[src/rtl/riscv_fetch_pkg.sv]
// ---------------------------------------------------------------------------
// riscv_fetch_pkg
// Shared types and constants for the fetch-stage sequencer.
//   fetch_state_e  : icache refill sequencer state {IDLE, REQ, FILL, DONE}
//   LINE_WORDS_DEF : default number of 32-bit words per icache line
//   BYTE_OFF       : byte-offset bits inside a 32-bit word
//   line_off_w()   : number of low address bits covered by one line
// ---------------------------------------------------------------------------
package riscv_fetch_pkg;

    typedef enum logic [1:0] {
        IDLE = 2'd0,
        REQ  = 2'd1,
        FILL = 2'd2,
        DONE = 2'd3
    } fetch_state_e;

    localparam int LINE_WORDS_DEF = 4;
    localparam int BYTE_OFF       = 2;

    // Word-index bits plus byte-offset bits: everything cleared to line-align.
    function automatic int line_off_w(input int words);
        return $clog2(words) + BYTE_OFF;
    endfunction

endpackage

[src/rtl/icache_refill_fsm.sv]
// ---------------------------------------------------------------------------
// icache_refill_fsm
// Runs the icache line-refill handshake with memory.
// Ports:
//   clk, rst      : clock (rising edge), asynchronous active-high reset
//   pc_addr       : current fetch PC (byte address)
//   ic_hit        : icache hit for pc_addr this cycle
//   br_taken      : EX redirect this cycle (suppresses starting a refill)
//   mem_gnt       : memory accepted the refill request (used in REQ only)
//   mem_rvalid    : one refill word valid (used in FILL only)
//   state         : current sequencer state
//   miss_start    : a new miss is being accepted this cycle (IDLE only)
//   mem_req       : refill request valid (registered)
//   mem_addr      : line-aligned refill address (registered)
//   fill_we       : write current refill word into the icache
//   fill_idx      : word index within the line for fill_we (registered)
// Handshake: the request is held with a stable address from the cycle after
// the miss until mem_gnt is seen high in REQ; each mem_rvalid in FILL
// delivers exactly one word, in index order, with any number of idle gaps.
// ---------------------------------------------------------------------------
module icache_refill_fsm
    import riscv_fetch_pkg::*;
#(
    parameter int ADDR_W     = 32,
    parameter int LINE_WORDS = LINE_WORDS_DEF
) (
    input  logic                          clk,
    input  logic                          rst,
    input  logic [ADDR_W-1:0]             pc_addr,
    input  logic                          ic_hit,
    input  logic                          br_taken,
    input  logic                          mem_gnt,
    input  logic                          mem_rvalid,
    output fetch_state_e                  state,
    output logic                          miss_start,
    output logic                          mem_req,
    output logic [ADDR_W-1:0]             mem_addr,
    output logic                          fill_we,
    output logic [$clog2(LINE_WORDS)-1:0] fill_idx
);

    localparam int IDX_W = $clog2(LINE_WORDS);
    localparam int OFF_W = line_off_w(LINE_WORDS);

    fetch_state_e       r_state;
    logic               r_mem_req;
    logic [IDX_W-1:0]   r_cnt;
    logic [ADDR_W-1:0]  r_line_addr;
    logic               w_last_word;

    // A miss that coincides with a redirect is for a PC that is being abandoned.
    assign miss_start  = (r_state == IDLE) & ~ic_hit & ~br_taken;
    assign w_last_word = (r_cnt == IDX_W'(LINE_WORDS - 1));

    always_ff @(posedge clk or posedge rst) begin
        if (rst) begin
            r_state     <= IDLE;
            r_mem_req   <= 1'b0;
            r_cnt       <= '0;
            r_line_addr <= '0;
        end else begin
            case (r_state)
                IDLE: begin
                    if (miss_start) begin
                        r_line_addr <= {pc_addr[ADDR_W-1:OFF_W], {OFF_W{1'b0}}};
                        r_mem_req   <= 1'b1;
                        r_state     <= REQ;
                    end
                end
                REQ: begin
                    if (mem_gnt) begin
                        r_mem_req <= 1'b0;
                        r_cnt     <= '0;
                        r_state   <= FILL;
                    end
                end
                FILL: begin
                    if (mem_rvalid) begin
                        r_cnt <= r_cnt + 1'b1;
                        if (w_last_word) begin
                            r_state <= DONE;
                        end
                    end
                end
                DONE: begin
                    // Stall is still held this cycle; the next IDLE cycle looks up
                    // whatever PC is current then (possibly a redirected one).
                    r_state <= IDLE;
                end
                default: begin
                    r_state   <= IDLE;
                    r_mem_req <= 1'b0;
                end
            endcase
        end
    end

    assign state    = r_state;
    assign mem_req  = r_mem_req;
    assign mem_addr = r_line_addr;
    assign fill_idx = r_cnt;
    assign fill_we  = (r_state == FILL) & mem_rvalid;

endmodule

[src/rtl/fetch_stall_ctrl.sv]
// ---------------------------------------------------------------------------
// fetch_stall_ctrl
// Fetch-stage sequencer: PC hold, IF/ID stall and IF/ID flush from icache
// hit/miss, load-use hazard and EX branch redirect, plus the icache refill
// handshake (delegated to icache_refill_fsm) and a saturating miss counter.
// Ports:
//   clk, rst             : clock (rising edge), asynchronous active-high reset
//   pc_addr              : current fetch PC (byte address)
//   ic_hit               : icache hit for pc_addr (combinational, same cycle)
//   load_use             : decode-stage load-use hazard
//   br_taken             : EX taken branch/jump, PC loads target this cycle
//   mem_req / mem_addr   : refill request valid / line-aligned address
//   mem_gnt / mem_rvalid : memory accepted request / one refill word valid
//   fill_we / fill_idx   : icache refill write strobe / word index
//   pc_stall             : hold PC (feeds PC register enable, 1 = hold)
//   ifid_stall           : hold IF/ID register
//   ifid_flush           : load bubble into IF/ID
//   miss_cnt             : saturating count of accepted icache misses
// Priority: br_taken > load_use > miss. A redirect during a refill releases
// the PC for that cycle only; the refill itself always completes.
// ---------------------------------------------------------------------------
module fetch_stall_ctrl
    import riscv_fetch_pkg::*;
#(
    parameter int ADDR_W     = 32,
    parameter int LINE_WORDS = LINE_WORDS_DEF,
    parameter int CNT_W      = 16
) (
    input  logic                          clk,
    input  logic                          rst,
    input  logic [ADDR_W-1:0]             pc_addr,
    input  logic                          ic_hit,
    input  logic                          load_use,
    input  logic                          br_taken,
    output logic                          mem_req,
    output logic [ADDR_W-1:0]             mem_addr,
    input  logic                          mem_gnt,
    input  logic                          mem_rvalid,
    output logic                          fill_we,
    output logic [$clog2(LINE_WORDS)-1:0] fill_idx,
    output logic                          pc_stall,
    output logic                          ifid_stall,
    output logic                          ifid_flush,
    output logic [CNT_W-1:0]              miss_cnt
);

    fetch_state_e      w_state;
    logic              w_miss_start;
    logic              w_miss_busy;
    logic [CNT_W-1:0]  r_miss_cnt;

    icache_refill_fsm #(
        .ADDR_W     (ADDR_W),
        .LINE_WORDS (LINE_WORDS)
    ) u_refill (
        .clk        (clk),
        .rst        (rst),
        .pc_addr    (pc_addr),
        .ic_hit     (ic_hit),
        .br_taken   (br_taken),
        .mem_gnt    (mem_gnt),
        .mem_rvalid (mem_rvalid),
        .state      (w_state),
        .miss_start (w_miss_start),
        .mem_req    (mem_req),
        .mem_addr   (mem_addr),
        .fill_we    (fill_we),
        .fill_idx   (fill_idx)
    );

    // Busy from the miss cycle itself (IDLE, no hit) through DONE.
    assign w_miss_busy = ((w_state == IDLE) & ~ic_hit) | (w_state != IDLE);

    // All stall/flush outputs are forced low while reset is asserted.
    assign pc_stall   = ~rst & ~br_taken & (load_use | w_miss_busy);
    assign ifid_stall = ~rst & ~br_taken & load_use;
    assign ifid_flush = ~rst & (br_taken | (~load_use & w_miss_busy));

    always_ff @(posedge clk or posedge rst) begin
        if (rst) begin
            r_miss_cnt <= '0;
        end else if (w_miss_start && (r_miss_cnt != {CNT_W{1'b1}})) begin
            r_miss_cnt <= r_miss_cnt + 1'b1;
        end
    end

    assign miss_cnt = r_miss_cnt;

endmodule
[config.mk]
export PLATFORM = sky130hd
export DESIGN_NAME = fetch_stall_ctrl
export DESIGN_NICKNAME = d
export VERILOG_FILES = /design/src/rtl/riscv_fetch_pkg.sv /design/src/rtl/icache_refill_fsm.sv /design/src/rtl/fetch_stall_ctrl.sv
export SDC_FILE = /design/constraint.sdc
export NUM_CORES = 1
export LEC_CHECK = 0
export ABC_AREA = 1
export CELL_PAD_IN_SITES_DETAIL_PLACEMENT = 0
export CELL_PAD_IN_SITES_GLOBAL_PLACEMENT = 1
export CORE_UTILIZATION = 32
export CTS_CLUSTER_SIZE = 16
export DETAILED_ROUTE_END_ITERATION = 12
export PLACE_DENSITY_LB_ADDON = 0.15
export SLEW_MARGIN = 20
export SYNTH_ARGS = -nofsm -noshare
export SYNTH_HDL_FRONTEND = slang
export SYNTH_SLANG_ARGS = --single-unit
export TNS_END_PERCENT = 100
[constraint.sdc]
create_clock -name clk -period 2.69 [get_ports clk]
set_clock_uncertainty 0.15 [all_clocks]
set_input_delay 0.4035 -clock clk [delete_from_list [all_inputs] [get_ports clk]]
set_output_delay 0.4035 -clock clk [all_outputs]
set_load 0.05 [all_outputs]
==> results of run 1 <==
[cells in the mapped netlist]
library cell    n
inv_1          30
conb_1          1
nand2_2         6
nand2_1       156
nor2_1         13
o21ai_2         2
a21oi_1         2
buf_6           3
o211ai_1        1
nor2_4          5
nor2_2          7
nand3_2         3
nand2_4         1
buf_4           4
nor3_1          1
nand3_1        12
nand3b_1        2
ha_1            6
nand2_8         1
o21ai_0         4
a31oi_1         1
clkbuf_1        1
o21ai_1         3
nand3_4         1
xnor2_1         2
o31ai_1         1
buf_2           2
inv_2           2
dfrtp_1        49
inv_4           1
nand4_1         5
[area by class of cell]
| type | count | area [um2] |
|---|---|---|
| clock buffers | 5 | 68.8 |
| clock inverters | 3 | 21.3 |
| fillers | 781 | 4180 |
| inverters | 33 | 130 |
| multi-input cells | 239 | 1150 |
| flip-flops and latches | 49 | 1230 |
| well taps | 102 | 128 |
| repair buffers | 87 | 856 |
[cell families after synthesis]
logic type      count (synthesis)
xor+xnor                        2
flops                          49
simple gates                  213
fa+ha+maj                       6
buf+inv                        43
compound gates                 14
other cells                     1
[registers in the layout (all words and copies together), names as in the netlist]
name and flops:
u_refill.mem_addr 28, miss_cnt 16, u_refill.state 2, u_refill.fill_idx 2
u_refill.mem_req 1
[worst paths after layout]
kind / depth (start not counted) / slack, ns / to / from
setup / recovery: 1 / 0.45 / miss_cnt[2] / miss_cnt[2]$_DFFE_PP0P_
max in group asynchronous: 3 / 1.42 / miss_cnt[9]$_DFFE_PP0P_ / rst
min in group asynchronous: 3 / 0.54 / miss_cnt[4]$_DFFE_PP0P_ / rst
setup reg to reg: 7 / 0.87 / miss_cnt[2]$_DFFE_PP0P_ / u_refill.state[0]$_DFFE_PP0P_
hold reg to reg: 2 / 0.33 / u_refill.mem_addr[30]$_DFFE_PP0P_ / u_refill.mem_addr[30]$_DFFE_PP0P_
hold / removal: 2 / 0.33 / u_refill.mem_addr[30]$_DFFE_PP0P_ / u_refill.mem_addr[30]$_DFFE_PP0P_
[power groups by stage]
stage	Combinational (uW)	Clock, uW	Sequential (uW)
after floorplan	551	0	2060
after global placement	2080	0	1200
after detailed placement	2100	0	1210
after CTS	2100	476	1200
after global routing	2240	503	1240
final	2080	448	1200
[routing by layer]
| layer | track usage [%] | share of wire [%] | routed length, um | vias to the layer above |
|---|---|---|---|---|
| met2 | 25.9 | 48 | 2950 | 47 |
| li1 | - | - | - | 1167 |
| met4 | 3.97 | 1.1 | 65 | 0 |
| met1 | 20.6 | 45 | 2800 | 1064 |
| met5 | 0 | 0 | 0 | - |
| met3 | 4.64 | 5.6 | 344 | 5 |
[per-stage QoR]
| stage | setup slack [ns] | area (um2) | cells | power, uW |
|---|---|---|---|---|
| finish | 0.454 | 3580 | 518 | 3720 |
| global route | 0.387 | 3580 | 518 | 3980 |
| CTS | 0.420 | 3580 | 518 | 3780 |
| detailed placement | 0.700 | 3490 | 510 | 3300 |
| global placement | 0.697 | 3490 | 510 | 3290 |
| floorplan | 0.216 | 2590 | 331 | 2610 |
==> flow_summary.ini, run 1 <==
[yosys]
synth_mux_area_share_pct = 0
syn_area_per_cell_um2 = 7.84
syn-cell-area_mm2 = 0.00257
yosys.area.top_type = dfrtp_1
synth_compound_area_share_pct = 3.26
synth_top_area_share_pct = 47.7
synthAdderAreaFrac_pct = 2.92
postSynthRegisterBits = 49
yosysWarnings = 0
synth.distinct_cells = 31
yosys.area_share.simple_pct = 37.4
synthTopCellsByArea = dfrtp_1, nand2_1, inv_1
synth_xor_area_share_pct = 0.681
synth_top_family_by_area = simple AND/OR/NAND/NOR gates
ys_seq_area_share_pct = 47.7
syn_inst = 328

[clock_network]
cts.sinks = 49
cts_hold_buf = 0
cts_resized = 0
cts-root-buf = clkbuf_8
cts_tree = done
clk_pin_slew_ns = 0.09
cts_buffer_depth = 2
post_cts_buffers = 0
clk_latency_ns = 0.30
h-tree-depth = 2
cts-buffers-inserted = 5

[die]
fp.dieW_um = 91.7
initial_utilization_pct = 33.1
die-area_mm2 = 0.00840
num_rows = 32
coreArea_mm2 = 0.00777
io_pins = 94
die_h_um = 91.7

[placement]
hpwlAfterDp_um = 4360
place_congestion = 0.728
port_buffers = 85

[timing]
final.setup.tns_ns = 0
max_slew_margin_pct = 57.0
holdWs_ns = 0.333
finalHoldViolCount = 0
fin_crit_ns = 2.24
finalCritPeriodShare_pct = 83.1
rsz0062_at_grt = no
tightest_slew_ns = 0.645
setup_viol = 0
fmax_ghz = 0.447
slew_viol_final = 0

[worst_setup_path]
end_kind = output pin
crit_chain = clkdlybuf4s50_1
worst-path-buf-inv = 1
crit_type = reg -> out
crit_slowest_cell = clkdlybuf4s50_1
critPathMaxFanout = 7
arrival_ns = 1.68
path_delay_family = buffers and inverters
crit_path_start_kind = flip-flop
crit_required_ns = 2.14
slowest_delay_ns = 0.87

[finish]
antennaDiodeCount = 0
fin_nets = 460
drive_gt1_share_pct = 10.6
layout_common_cells = nand2_1, clkdlybuf4s50_1, dfrtp_1
areaGrowthSynthToFinish_pct = 39.3
layout_commonest_cell = nand2_1
final_util_pct = 46.1

[power_and_ir_drop]
p_leak_uw = 0.00170
power.internal_uw = 1860
clkPwrFrac_pct = 12.0
p_sw_share_pct = 50.0
comb_power_share_pct = 55.8
seqPwrFrac_pct = 32.2
p_sw_uw = 1860
ir_worst_vdd_uv = 563
power_per_cell_area_mw_per_mm2 = 1040

[run]
maxCapViolCount = 0

[status]
outcome = complete, no violations

[route]
route.vias.total = 2283
routed_wl_um = 6150
route.detailed.drc = 0
antenna_left = 0
routedWlPerCell_um = 11.9
drtIter0Drc = 47
vias_per_cell = 4.41
dr.pass1.iters = 4

[global_routing]
grt_usage_pct = 15.9
grt_overflow = 0
grt_max_degree = 50
grt_pass1_wl_um = 10600
first_global_vias = 2239
grt_antenna_before_repair = 0

[worst_hold_path]
hold_class = reg -> reg
No activity file was read; power rests on OpenSTA's default activity.
==> run 2, diff against run 1 <==
--- a/config.mk
+++ b/config.mk
@@ -8,7 +8,7 @@
 export ABC_AREA = 1
 export CELL_PAD_IN_SITES_DETAIL_PLACEMENT = 0
 export CELL_PAD_IN_SITES_GLOBAL_PLACEMENT = 1
-export CORE_UTILIZATION = 32
+export CORE_UTILIZATION = 28
 export CTS_CLUSTER_SIZE = 16
 export DETAILED_ROUTE_END_ITERATION = 12
 export PLACE_DENSITY_LB_ADDON = 0.15
==> constraint.sdc (replaced) <==
create_clock -name clk -period 1.9 [get_ports clk]
set_clock_uncertainty 0.15 [all_clocks]
set_input_delay 0.285 -clock clk [delete_from_list [all_inputs] [get_ports clk]]
set_output_delay 0.285 -clock clk [all_outputs]
set_load 0.05 [all_outputs]
==> run 2 against run 1 <==
The run now ends with DRC left. Setup slack got worse by 0.38 ns. Clock power rose by 42%. Largest power group unchanged. Critical path depth rose by 5. Critical path type unchanged.
==> flow_summary.ini, run 2 (synthesis results as in run 1) <==
[status]
outcome = complete, but fails checks
violations = DRC

[die]
die-area_mm2 = 0.00957
die_h_um = 97.9
fp.dieW_um = 97.9
num_rows = 34
io_pins = 94
initial_utilization_pct = 29.2
coreArea_mm2 = 0.00881

[finish]
layout_common_cells = nand2_1, buf_4, dfrtp_1
largest_reg_flops = 28
fin_area_mm2 = 0.00364
fillers = 907
drive_gt1_share_pct = 25.9
final_util_pct = 41.3
fin_nets = 468
areaGrowthSynthToFinish_pct = 41.3
antennaDiodeCount = 0
layout_commonest_cell = nand2_1

[worst_setup_path]
slowest_delay_ns = 0.39
worst-path-buf-inv = 2
end_kind = output pin
crit_path_frequent_cell = nand2_1
crit_required_ns = 1.46
crit_path_start_kind = flip-flop
r2r_slack_ns = 0.17
critPathMaxFanout = 3
crit_type = reg -> out
arrival_ns = 1.39
path_delay_family = flip-flops
crit_slowest_cell = dfrtp_1
crit_chain = inv_2, ha_4, nand2_1, nand2_1, a21oi_2, buf_12

[global_routing]
grt_antenna_before_repair = 0
grt_usage_pct = 14.0
first_global_vias = 2287
grt_overflow = 0
grt_pass1_wl_um = 10700
grt_max_degree = 50

[power_and_ir_drop]
power_per_cell_area_mw_per_mm2 = 1480
p_leak_uw = 0.00183
ir_worst_vdd_uv = 783

[route]
dr.pass1.iters = 8
antenna_left = 0
routed_wl_um = 6300
vias_per_cell = 4.26
drtIter0Drc = 79
routedWlPerCell_um = 11.8
route.vias.total = 2265
route.detailed.drc = 8

[timing]
fmax_ghz = 0.547
max_slew_margin_pct = 57.2
setup_viol = 0
slew_viol_final = 0
fin_crit_ns = 1.83
tightest_slew_ns = 0.642
finalCritPeriodShare_pct = 96.1
finalHoldViolCount = 0
worst_slack_ns = 0.0733

[run]
maxCapViolCount = 0

[worst_hold_path]
hold_class = reg -> reg

[placement]
preCtsSetupSlack_ns = 0.0477
place_congestion = 0.741
dpl_cell_area_mm2 = 0.00349
port_buffers = 85
hpwlAfterDp_um = 4510

[clock_network]
clk_pin_slew_ns = 0.10
cts_tree = done
cts_hold_buf = 0
cts_buffer_depth = 2
h-tree-depth = 2
cts.sinks = 49
cts-buffers-inserted = 5
clk_latency_ns = 0.30
cts-root-buf = clkbuf_8
==> run 2: changes by cell type in the layout (fill, tap and decap cells not counted), moves of 3 or more <==
cell	delta
inv_1	-3
buf_4	+51
inv_2	+3
clkdlybuf4s50_1	-47
buf_12	+4
==> run 2: worst register-to-register path: stages, from the launching register on <==
cell	delay, ns
dfrtp_1	0.41
inv_2	0.09
ha_4	0.15
buf_4	0.13
nand3_4	0.18
nand2_1	0.14
o211ai_1	0.17
nand2_1	0.10
o21ai_0	0.08
==> run 2: per-layer routing <==
metal | share of wire (%) | GRT usage [%] | up-vias
met5 | 0 | 0 | -
met4 | 1.0 | 3.50 | 0
met3 | 7.1 | 4.94 | 5
met2 | 47 | 23.5 | 62
met1 | 45 | 16.9 | 1016
li1 | - | - | 1182
==> run 2: stage by stage <==
| step | setup TNS (ns) | power, uW | instances | hold WS, ns |
|---|---|---|---|---|
| after global placement | 0 | 4650 | 520 | 0.313 |
| after floorplan | 0 | 3710 | 331 | 0.179 |
| after global routing | -0.000170 | 5750 | 532 | 0.347 |
| after detailed placement | 0 | 4660 | 520 | 0.316 |
| final | 0 | 5380 | 532 | 0.334 |
| after CTS | 0 | 5430 | 532 | 0.332 |
==> run 2: cell type report <==
class | count | area [um2] | area share (%)
clock inverters | 3 | 22.5 | 0.619
repair buffers | 95 | 848 | 23.3
inverters | 33 | 130 | 3.58
flip-flops and latches | 49 | 1230 | 33.8
clock buffers | 5 | 68.8 | 1.89
multi-input cells | 239 | 1200 | 33.1
well taps | 108 | 135 | 3.72
==> run 2: worst paths after layout <==
kind,from,to,cells after the start
min in group asynchronous,rst,miss_cnt[4]$_DFFE_PP0P_,3
min reg2reg,u_refill.mem_addr[5]$_DFFE_PP0P_,u_refill.mem_addr[5]$_DFFE_PP0P_,2
max in group asynchronous,rst,miss_cnt[0]$_DFFE_PP0P_,3
max reg2reg,u_refill.state[0]$_DFFE_PP0P_,u_refill.state[1]$_DFFE_PP0P_,8
min,u_refill.mem_addr[5]$_DFFE_PP0P_,u_refill.mem_addr[5]$_DFFE_PP0P_,2
max,u_refill.state[0]$_DFFE_PP0P_,ifid_flush,6
==> run 2: where the power goes <==
part | switching (uW) | leakage [uW] | internal (uW)
clock network | 375 | 0.0000481 | 262
registers | 282 | 0.000627 | 1420
logic | 2050 | 0.00115 | 985
==> run 2: timing repair <==
item                                    in CTS  in global routing
gates resized for setup                      4                  3
setup buffers                                5                  0
endpoints found under the setup margin       2                  3
cloned                                       0                  0
pin swaps                                    2                  0
hold endpoints to repair                     0                  0
==> run 3, diff against run 2 <==
--- a/config.mk
+++ b/config.mk
@@ -6,6 +6,7 @@
 export NUM_CORES = 1
 export LEC_CHECK = 0
 export ABC_AREA = 1
+export CAP_MARGIN = 40
 export CELL_PAD_IN_SITES_DETAIL_PLACEMENT = 0
 export CELL_PAD_IN_SITES_GLOBAL_PLACEMENT = 1
 export CORE_UTILIZATION = 28
==> results of run 3 <==
Same layout as run 2: the final DEF is identical, and so are final timing and power.
==> variant (flow settings as in run 3) <==
Reset style: synchronous (`rst`), changed in 2 clocked blocks. Comments in the files are not updated.
--- a/src/rtl/icache_refill_fsm.sv
+++ b/src/rtl/icache_refill_fsm.sv
@@ -54,3 +54,3 @@
 
-    always_ff @(posedge clk or posedge rst) begin
+    always_ff @(posedge clk) begin
         if (rst) begin
--- a/src/rtl/fetch_stall_ctrl.sv
+++ b/src/rtl/fetch_stall_ctrl.sv
@@ -78,3 +78,3 @@
 
-    always_ff @(posedge clk or posedge rst) begin
+    always_ff @(posedge clk) begin
         if (rst) begin
Behaviour: differs if rst is asserted again (counterexample within 4 cycles, from zero or initial values and one cycle with rst high); with rst held inactive, the same outputs for 10 cycles.
==> variant against run 3 <==
  * Utilization grew 0.88 points
  * Worst setup slack lost 0.0012 ns
  * Synthesized area shrank 10%
  * Sequential cell count is the same
  * Cell area shrank 9.0%
  * Register-to-register slack gained 0.06 ns
  * Routed wire length shrank 1.7%
  * Critical endpoint unchanged
  * Largest cell class is now multi-input combinational cells
Power is not compared: it rests on default switching activity, and its combinational part moved more than twofold at a synthesized area within 25%.
==> variant: results (changes against run 3) <==
<table>
<tr><th>Metric</th><th>Value</th></tr>
<tr><th colspan="2">Status</th></tr>
<tr><td>Status</td><td>complete, no violations</td></tr>
<tr><th colspan="2">Min path</th></tr>
<tr><td>Origin of the worst min-delay path</td><td>u_refill.mem_addr[6]</td></tr>
<tr><th colspan="2">Synth</th></tr>
<tr><td>Top post-synthesis cells by area</td><td>sky130_fd_sc_hd__dfxtp_1 (43%), sky130_fd_sc_hd__nand2_1 (18%), sky130_fd_sc_hd__a21oi_1 (8.9%), sky130_fd_sc_hd__nor2_1 (8.0%), sky130_fd_sc_hd__ha_1 (3.3%)</td></tr>
<tr><td>Distinct cells, synth</td><td>26 (-16%)</td></tr>
<tr><td>Cell types with the highest counts after synthesis</td><td>sky130_fd_sc_hd__nand2_1 (110), sky130_fd_sc_hd__dfxtp_1 (49), sky130_fd_sc_hd__nor2_1 (49)</td></tr>
<tr><td>Fraction of the yosys area taken by sequential cells</td><td>42.6% (-5.1 points)</td></tr>
<tr><td>FFs w/ async S/R, synth</td><td>0% (-100 points)</td></tr>
<tr><th colspan="2">GRT</th></tr>
<tr><td>Largest net degree at the start of global routing</td><td>29 (-42%)</td></tr>
<tr><td>Global-route usage over all layers</td><td>15.3% (+1.4 points)</td></tr>
<tr><th colspan="2">Worst setup path</th></tr>
<tr><td>Worst-path maximum fanout</td><td>5 (+2)</td></tr>
<tr><td>Reg2reg start</td><td>miss_cnt[0]</td></tr>
<tr><td>Crit-path max cell delay</td><td>0.37 ns (-0.02 ns)</td></tr>
<tr><th colspan="2">Placed design</th></tr>
<tr><td>Worst slack, placed</td><td>0.0391 ns (-0.00855 ns)</td></tr>
<tr><td>Final HPWL from detailed placement</td><td>4.59 mm (+1.7%)</td></tr>
<tr><td>Standard cell area after detailed placement</td><td>3200 µm² (-8.4%)</td></tr>
<tr><td>Final GP Congestion</td><td>0.745 (+0.50%)</td></tr>
<tr><th colspan="2">Final layout</th></tr>
<tr><td>Finished Cell Area</td><td>3310 µm² (-9.0%)</td></tr>
<tr><td>Fill cells</td><td>873 (-3.7%)</td></tr>
<tr><td>Fraction of layout instances using a drive strength above 1</td><td>20.8% (-5.1 points)</td></tr>
<tr><td>Net count, final</td><td>472 (+0.85%)</td></tr>
<tr><th colspan="2">Clock tree</th></tr>
<tr><td>Number of gates given a new drive strength after cts</td><td>1 (-3)</td></tr>
<tr><td>Post-CTS repair timing setup buffer count</td><td>0 (-5)</td></tr>
<tr><th colspan="2">Detailed routing</th></tr>
<tr><td>Vias after detailed routing</td><td>2,345 (+3.5%)</td></tr>
<tr><td>Final wirelength</td><td>6.19 mm (-1.7%)</td></tr>
<tr><td>Drt pass-1 iters</td><td>4 (-4)</td></tr>
<tr><th colspan="2">Pwr</th></tr>
<tr><td>PnR Total Power</td><td>3.05 mW</td></tr>
</table>
variant: cell types whose count changed after synthesis, moves of 13 or more:
| cell | run 3 | this run |
|---|---|---|
| sky130_fd_sc_hd__a21oi_1 | 2 | 41 |
| sky130_fd_sc_hd__dfrtp_1 | 49 | 0 |
| sky130_fd_sc_hd__dfxtp_1 | 0 | 49 |
| sky130_fd_sc_hd__inv_1 | 30 | 17 |
| sky130_fd_sc_hd__nand2_1 | 156 | 110 |
| sky130_fd_sc_hd__nor2_1 | 13 | 49 |
variant: final timing paths:
check | end | slack, ns
setup reg to reg | miss_cnt[10] | 0.23
setup / recovery | ifid_flush | 0.07
hold reg to reg | u_refill.mem_addr[6] | 0.32
hold / removal | u_refill.mem_addr[6] | 0.32
variant: critical path, delay by kind of cell (launching register included):
family	cells	cell delay, ns
fa+ha+maj	1	0.18
buf+inv	2	0.24
simple gates	2	0.10
compound gates	1	0.19
flops	1	0.37
variant: layout make-up:
type / instances / share of cell area [%]
Multi-Input combinational cell: 254 / 35.6
Inverter: 21 / 2.38
Timing Repair Buffer: 96 / 25.5
Sequential cell: 49 / 29.7
Clock buffer: 6 / 2.50
Clock inverter: 2 / 0.491
Tap cell: 102 / 3.86
variant: logic make-up after synthesis:
kind of cell,synth area share (%)
buffers and inverters,7.50
flip-flops,42.6
AO/OA/AOI/OAI,11.0
AND/OR/NAND/NOR,35.5
adder cells (fa/ha/maj),3.26
other,0.163
variant: per-layer routing:
layer,vias up,GRT usage (%),routed length [µm]
met1,1034,19.7,2860
met2,56,25.1,2900
met3,5,4.76,379
li1,1250,-,-
met4,0,3.46,51
met5,-,0,0
variant: stage by stage:
stage,cells,hold slack (ns)
global route,530,0.339
CTS,530,0.324
detailed placement,522,0.309
global placement,522,0.302
floorplan,340,0.279
finish,530,0.321
